File: config.mk
export PLATFORM = sky130hd
export DESIGN_NAME = score_keeper
export DESIGN_NICKNAME = d
export VERILOG_FILES = /design/src/rtl/score_keeper.sv
export SDC_FILE = /design/constraint.sdc
export NUM_CORES = 1
export LEC_CHECK = 0
export CORE_UTILIZATION = 30
export CTS_CLUSTER_SIZE = 28
export DETAILED_ROUTE_END_ITERATION = 8
export PLACE_DENSITY = 0.59
export SLEW_MARGIN = 20
export SYNTH_ARGS = -nofsm -noshare
export SYNTH_HDL_FRONTEND = slang
export SYNTH_SLANG_ARGS = --single-unit
export TNS_END_PERCENT = 5
File: constraint.sdc
create_clock -name clk -period 4.15 [get_ports clk]
set_clock_uncertainty 0.05 [all_clocks]
set_input_delay 1.0375 -clock clk [delete_from_list [all_inputs] [get_ports clk]]
set_output_delay 1.0375 -clock clk [all_outputs]
set_load 0.02 [all_outputs]
File: src/rtl/score_keeper.sv
// Game-control stage: turns hit/miss pulses into a BCD score with a combo multiplier,
// a lives counter and a BCD high score, and gates the rest of the game via game_in_progress.
module score_keeper #(
  parameter int SCORE_DIGITS = 4,
  parameter int START_LIVES  = 3,
  parameter int COMBO_MAX    = 4
) (
  input  logic                      clk,
  input  logic                      reset,
  input  logic                      start,
  input  logic                      miss,
  input  logic                      non_full_clear_hit,
  input  logic                      full_clear_hit,
  output logic                      game_in_progress,
  output logic [4*SCORE_DIGITS-1:0] score_bcd,
  output logic [4*SCORE_DIGITS-1:0] high_score_bcd,
  output logic [3:0]                lives,
  output logic [2:0]                combo,
  output logic                      new_high_score,
  output logic                      game_over
);

  localparam int W = 4 * SCORE_DIGITS;

  typedef enum logic [1:0] {IDLE, PLAYING, DRAIN} state_t;

  state_t        state, state_next;
  logic [W-1:0]  score_next, high_next;
  logic [5:0]    pending, pending_next;
  logic [7:0]    pending_sum;
  logic [4:0]    points;
  logic [3:0]    lives_next;
  logic [2:0]    combo_next;
  logic          nhs_next, game_over_next;

  // BCD +1 with ripple carry; an all-nines value comes back unchanged (saturation).
  function automatic logic [W-1:0] bcd_inc(input logic [W-1:0] v);
    logic [W-1:0] r;
    logic         carry;
    r     = v;
    carry = 1'b1;
    for (int d = 0; d < SCORE_DIGITS; d++) begin
      if (carry) begin
        if (v[4*d +: 4] == 4'd9) begin
          r[4*d +: 4] = 4'd0;
        end else begin
          r[4*d +: 4] = v[4*d +: 4] + 4'd1;
          carry       = 1'b0;
        end
      end
    end
    if (carry) r = v;
    return r;
  endfunction

  always_comb begin
    // NOTE: every signal written here gets a default first, so no path leaves one
    // unassigned and no latch is inferred.
    state_next     = state;
    score_next     = score_bcd;
    high_next      = high_score_bcd;
    lives_next     = lives;
    combo_next     = combo;
    nhs_next       = new_high_score;
    game_over_next = 1'b0;
    points         = '0;
    pending_sum    = {2'b00, pending};

    // Pending points drain into the score one per cycle regardless of state.
    if (pending != 6'd0) begin
      pending_sum = {2'b00, pending} - 8'd1;
      score_next  = bcd_inc(score_bcd);
    end

    case (state)
      IDLE: begin
        if (start) begin
          state_next  = PLAYING;
          score_next  = '0;
          pending_sum = '0;
          lives_next  = 4'(START_LIVES);
          combo_next  = 3'd1;
          nhs_next    = 1'b0;
        end
      end
      PLAYING: begin
        // Points use the pre-update combo; a full clear wins over a partial hit.
        if (full_clear_hit)          points = {1'b0, combo, 1'b0};
        else if (non_full_clear_hit) points = {2'b00, combo};
        pending_sum = pending_sum + {3'b000, points};

        if (miss) begin
          combo_next = 3'd1;
          lives_next = (lives == 4'd0) ? 4'd0 : lives - 4'd1;
          if (lives <= 4'd1) state_next = DRAIN;
        end else if (full_clear_hit) begin
          combo_next = (combo >= 3'(COMBO_MAX)) ? 3'(COMBO_MAX) : combo + 3'd1;
        end
      end
      DRAIN: begin
        if (pending == 6'd0) begin
          // Digits are 0..9, so a plain unsigned compare is the MSD-first digit compare.
          if (score_bcd > high_score_bcd) begin
            high_next = score_bcd;
            nhs_next  = 1'b1;
          end
          game_over_next = 1'b1;
          state_next     = IDLE;
        end
      end
      default: state_next = IDLE;
    endcase

    pending_next = (pending_sum > 8'd63) ? 6'd63 : pending_sum[5:0];
  end

  // NOTE: sequential state uses non-blocking assignments so every register samples
  // the pre-edge values computed above.
  always_ff @(posedge clk) begin
    if (reset) begin
      state            <= IDLE;
      score_bcd        <= '0;
      high_score_bcd   <= '0;
      pending          <= '0;
      lives            <= '0;
      combo            <= 3'd1;
      game_in_progress <= 1'b0;
      new_high_score   <= 1'b0;
      game_over        <= 1'b0;
    end else begin
      state            <= state_next;
      score_bcd        <= score_next;
      high_score_bcd   <= high_next;
      pending          <= pending_next;
      lives            <= lives_next;
      combo            <= combo_next;
      game_in_progress <= (state_next == PLAYING);
      new_high_score   <= nhs_next;
      game_over        <= game_over_next;
    end
  end

endmodule

==> results of run 1 <==
==> state kept, by name, summed over array words and instances (netlist names) <==
signal            count
combo                 3
game_in_progress      1
game_over             1
high_score_bcd       16
lives                 4
new_high_score        1
pending               6
score_bcd            16
state                 2
==> power groups by stage <==
| stage | sequential [W] | clock (W) | combinational, W |
|---|---|---|---|
| final | 0.000561 | 0.000428 | 0.000660 |
| after global routing | 0.000569 | 0.000453 | 0.000737 |
| after CTS | 0.000562 | 0.000441 | 0.000666 |
| after detailed placement | 0.000573 | 0 | 0.000660 |
| after global placement | 0.000571 | 0 | 0.000652 |
| after floorplan | 0.000575 | 0 | 0.000516 |
==> cell families after synthesis <==
kind of cell | count (synthesis) | share of synthesized area [%]
multiplexers | 21 | 7.09
AO/OA/AOI/OAI | 67 | 13.7
flip-flops | 50 | 33.6
adder cells (fa/ha/maj) | 24 | 10.3
AND/OR/NAND/NOR | 136 | 26.4
buffers and inverters | 35 | 5.33
XOR/XNOR | 12 | 3.53
==> how the worst max path moves through the flow <==
stage / startpoint / endpoint / slack [ps] / depth (start not counted)
2_1_floorplan: pending[0] / pending[5] / 1230 / 13
3_3_place_gp: non_full_clear_hit / pending[5] / 940 / 10
3_5_place_dp: full_clear_hit / pending[5] / 850 / 9
4_1_cts: pending[0] / pending[5] / 970 / 12
5_1_grt: pending[0] / pending[5] / 760 / 12
6_report: pending[0] / pending[5] / 1000 / 12
==> layer usage <==
layer | GRT usage, % | share of wire, % | routed length (um)
met1 | 18.1 | 48 | 3270
met5 | 0 | 0 | 0
met2 | 21.8 | 46 | 3100
met4 | 5.02 | 1.7 | 116
met3 | 1.86 | 3.9 | 260
==> area by class of cell <==
class | instances | area [um2] | share of cell area, %
inverters | 24 | 90.1 | 2.43
clock buffers | 6 | 82.6 | 2.23
multi-input cells | 260 | 1820 | 49.1
repair buffers | 49 | 485 | 13.1
well taps | 133 | 166 | 4.49
clock inverters | 2 | 60.1 | 1.62
flip-flops and latches | 50 | 1000 | 27.0
==> through the flow <==
| step | area (um2) | total power (W) | util [%] |
|---|---|---|---|
| after detailed placement | 3560 | 0.00123 | 36.8 |
| final | 3710 | 0.00165 | 38.3 |
| after floorplan | 2980 | 0.00109 | - |
| after CTS | 3710 | 0.00167 | 38.3 |
| after global routing | 3710 | 0.00176 | 38.3 |
| after global placement | 3560 | 0.00122 | 36.8 |
==> worst max-delay path: stages, from the launching register on <==
cell and delay, ps:
dfxtp_1 340, inv_1 60, ha_1 170, or3b_4 410, or3_2 500, a21oi_1 360, ha_1 320, a211oi_1 200
nor2_1 90, o21ai_0 200, xnor2_1 140, nand2_1 70, a31oi_1 180
==> cell usage in the layout, fill, tap and decap left out, drive strengths merged, types with 4 or more instances in the layout <==
cell type	instances
nand4	7
o21ai	14
nand2b	34
dfxtp	50
nor2b	10
nor3b	7
a31oi	4
ha	23
clkbuf	6
nor2	28
inv	24
nand2	23
clkdlybuf4s50	47
a21oi	28
xnor2	7
mux2i	20
xor2	5
nor3	6
==> impl_metrics.csv, run 1 <==
group,metric,value,unit
worst_setup_path,ff2ff_path_depth,12,
worst_setup_path,critPathKind,"flip-flop to flip-flop",
timing,finalSetupViolCount,0,
placed_design,dp.cells,516,
synth,ys_top_cells_by_area,"dfxtp_1, ha_1, nand2b_1",
worst_setup_path,cp-start-kind,"flip-flop",
clock_tree,cts_buffers,5,
pwr,powerDensity,445,mW/mm2
synth,synth_edf_count,0,
synth,ys_top_cells_by_count,"dfxtp_1, nand2b_1, a21oi_1, nor2_1, inv_1",
worst_hold_path,min_from,"new_high_score",
final_layout,fin_cells,524,
global_routing,grt_antenna_before_repair,0,
clock_tree,cts_buffer_depth,2,
timing,hold_ws,430,ps
die,dieWidth,102,um
drt,drt-initial-drc-count,113,
drt,drtAntennaViolNets,0,
worst_setup_path,critPathRequiredTime,4330,ps
global_routing,grt-ovfl-total,0,
timing,finalHoldViolCount,0,
drt,drc,0,
worst_setup_path,cp-end-kind,"flip-flop",
final_layout,nFillCells,1007,
global_routing,first_global_vias,2340,
flow_run,maxCapViolations,0,
synth,syn-num-nets,375,
drt,via_per_inst,4.85,
placed_design,dp_hpwl,4910,um
placed_design,io_buffers,47,
worst_hold_path,hp-class,"flip-flop to flip-flop",
timing,worst_pin_slew,866,ps
pwr,p_seq_share,34.0,%
worst_setup_path,crit_fanout,6,
synth,synth_top_area_share,33.6,%
clock_tree,clk_latency,310,ps
worst_hold_path,whs_endpoint,"new_high_score",
synth,syn_area,0.00298,mm2
drt,wl_per_cell,12.9,um
clock_tree,cts_tree,"yes",
global_routing,grt_max_degree,47,
timing,rsz0062_at_grt,"no",
worst_setup_path,r2r_start,"pending[0]",
timing,fmax,317,MHz
drt,wirelength,6740,um
die,die_area,0.0103,mm2
die,rows,36,
clock_tree,htreeDepth,2,
placed_design,post-place-ws,845,ps
pwr,vdd_drop_max,0.195,mV
clock_tree,path_clk_slew,100,ps
clock_tree,cts.sinks,50,
drt,drt_first_pass_iters,4,
clock_tree,post_cts.repair.setup_buffers,0,
final_layout,drive_gt1_share,5.63,%
synth,syn_inst,345,
clock_tree,cts_resized,0,
die,io_pins,48,
placed_design,gp_congestion,0.813,
synth,synth.most_common_cell,"dfxtp_1",
worst_setup_path,r2r-end,"pending[5]",
pwr,comb_power_share,40.0,%
timing,max_slew_margin,42.3,%
final_layout,syn_to_final_growth,24.3,%
synth,synth-async-reset-ratio,0,%
timing,period_needed,3150,ps
final_layout,fin_nets,420,
synth,syn_avg_cell_area,8.64,um2
clock_tree,hold_buffers,0,
final_layout,num_antenna_cells,0,
die,start_util,30.8,%
die,fp.coreArea,0.00968,mm2
pwr,power.leakage,1.44,nW
pwr,power.internal,0.00107,W
worst_hold_path,min_path_cells,2,
pwr,netSwitchingFraction,35.2,%
synth,ys_types,55,
synth,yosys.area.top_type,"dfxtp_1",
worst_setup_path,regToRegSetupSlack,1000,ps
worst_setup_path,crit_arrival,3340,ps
global_routing,grt_pass1_wl,11100,um
pwr,power_frac_clock,25.9,%
global_routing,grt_use_total,13.4,%
synth,seq_area_frac_synth,33.6,%
die,dieHeight,102,um
timing,period_share,76.0,%
timing,slew_violations,0,
synth,synth-seq-cells,50,
drt,vias,2540,
timing,fin_setup_tns,0,ps
pwr,switchingPower,0.000581,W
status,status,"complete, no violations",
synth,ys.flop_type,"dfxtp_1",
timing,layout_setup_ws,996,ps
synth,synth-warning-count,0,
clock_tree,cts_root_buffer,"clkbuf_8",
No activity file was read; power rests on OpenSTA's default activity.
==> run 2: changes to the inputs <==
PLACE_DENSITY = 0.61   (was 0.59)
clock period = 2.9 ns   (was 4.15 ns; I/O delays follow)
==> run 2 against run 1 <==
Compared with the run above:
- sequential share of layout area fell by 0.84 points
- global-route usage is 0.85 points higher
- worst hold slack improved by 18 ps
- clock power rose by 16%
- first-iteration DRC count decreased by 21%
- combinational power increased by 82%
- total power increased by 52%
- cell count increased by 2.9%
- clock-buffer cell count unchanged
- non-clock buffer count up 15
- flip-flop and latch count did not move
- fmax increased by 14%
- largest cell class unchanged
- largest power group unchanged
- highest routed layer unchanged
==> impl_metrics.csv, run 2 (synthesis results as in run 1) <==
group,metric,value,unit
status,status,"complete, no violations",
die,start_util,30.8,%
clock_tree,cts_buffers,5,
clock_tree,clk_latency,300,ps
worst_setup_path,critPathKind,"flip-flop to flip-flop",
final_layout,multi_input_area,0.00186,mm2
final_layout,drive_gt1_share,10.3,%
timing,slew_violations,0,
drt,drt-initial-drc-count,89,
final_layout,num_antenna_cells,0,
timing,rsz0062_at_grt,"yes",
worst_setup_path,critPathRequiredTime,3080,ps
worst_setup_path,startpoint,"pending[1]",
worst_setup_path,cp-end-kind,"flip-flop",
worst_hold_path,hp-class,"flip-flop to flip-flop",
timing,worst_pin_slew,497,ps
pwr,powerDensity,654,mW/mm2
die,die_area,0.0103,mm2
final_layout,seq_area,0.00100,mm2
clock_tree,htreeDepth,2,
global_routing,grt_antenna_before_repair,0,
global_routing,grt-ovfl-total,0,
worst_setup_path,r2r_start,"pending[1]",
clock_tree,cts_buffer_depth,2,
drt,wl_per_cell,12.9,um
clock_tree,cts_root_buffer,"clkbuf_8",
drt,drc,0,
final_layout,nFillCells,1002,
worst_setup_path,regToRegSetupSlack,140,ps
global_routing,grt_max_degree,33,
die,io_pins,48,
placed_design,dp.cells,531,
pwr,power.leakage,1.50,nW
final_layout,fin_nets,435,
drt,drt_first_pass_iters,4,
placed_design,gp_congestion,0.915,
timing,finalHoldViolCount,0,
drt,drtAntennaViolNets,0,
timing,fmax,362,MHz
timing,period_needed,2760,ps
timing,max_slew_margin,66.0,%
die,dieHeight,102,um
global_routing,first_global_vias,2413,
flow_run,maxCapViolations,0,
final_layout,syn_to_final_growth,28.5,%
clock_tree,cts.sinks,50,
drt,vias,2536,
clock_tree,hold_buffers,0,
clock_tree,cts_tree,"yes",
die,rows,36,
die,dieWidth,102,um
worst_setup_path,crit_fanout,4,
drt,wirelength,6960,um
drt,via_per_inst,4.71,
final_layout,reg_top3,"high_score_bcd: 16 flops, score_bcd: 16 flops, pending: 6 flops",
die,fp.coreArea,0.00968,mm2
worst_setup_path,crit_arrival,2940,ps
global_routing,grt_pass1_wl,11500,um
pwr,vdd_drop_max,0.243,mV
worst_setup_path,cp-start-kind,"flip-flop",
placed_design,dp_hpwl,5130,um
global_routing,grt_use_total,14.3,%
final_layout,fin_cells,539,
clock_tree,path_clk_slew,90,ps
pwr,power,0.00250,W
placed_design,post-place-ws,-34.9,ps
final_layout,final_common_cell,"dfxtp_1",
timing,finalSetupViolCount,0,
final_layout,final_cell_mix,"dfxtp_1, clkdlybuf4s50_1, nand2b_1",
timing,fin_setup_tns,0,ps
timing,layout_setup_ws,137,ps
timing,hold_ws,447,ps
placed_design,io_buffers,47,
timing,period_share,95.3,%
worst_hold_path,min_from,"new_high_score",
-- run 2: cell type report --
cell class,instances,share of cell area (%)
multi-input cells,260,48.6
flip-flops and latches,50,26.2
repair buffers,64,15.6
well taps,133,4.34
inverters,24,2.35
clock buffers,6,1.89
clock inverters,2,0.980
-- run 2: worst max-delay path, stage by stage, from the launching register on --
cell and delay, ps:
dfxtp_2 350, inv_1 50, ha_1 160, or3b_4 380, or3_4 390, nor2_4 130, a21oi_4 50, ha_1 310
a211oi_2 200, nor2_1 100, o21ai_1 150, xnor2_1 130, nand2_1 70, a31oi_1 160
-- run 2: worst paths after layout --
path,to,depth (start not counted)
setup / recovery,pending[5],13
hold / removal,new_high_score,2
setup reg to reg,pending[5],13
hold reg to reg,new_high_score,2
-- run 2: what timing repair did --
action	CTS	global route
setup buffers	0	0
endpoints found under the setup margin	6	6
resized for setup	4	7
pin swaps	0	2
-- run 2: per-layer routing --
layer,track usage (%),share of wire (%),up-vias
met5,0,0,-
met4,4.79,1.5,0
met3,2.07,3.3,8
met2,22.1,44,48
met1,20.3,52,1167
li1,-,-,1313
-- run 2: through the flow --
step / area [um2] / util, %
after floorplan: 2980 / -
after CTS: 3810 / 39.3
final: 3830 / 39.5
after global placement: 3680 / 38.0
after global routing: 3830 / 39.5
after detailed placement: 3680 / 38.0
-- run 2: report_power, final --
group	internal [W]	leakage, nW	switching [W]
registers	0.000739	0.405	0.0000709
clock network	0.000258	0.0514	0.000240
logic	0.000564	1.05	0.000632
total	0.00156	1.50	0.000943
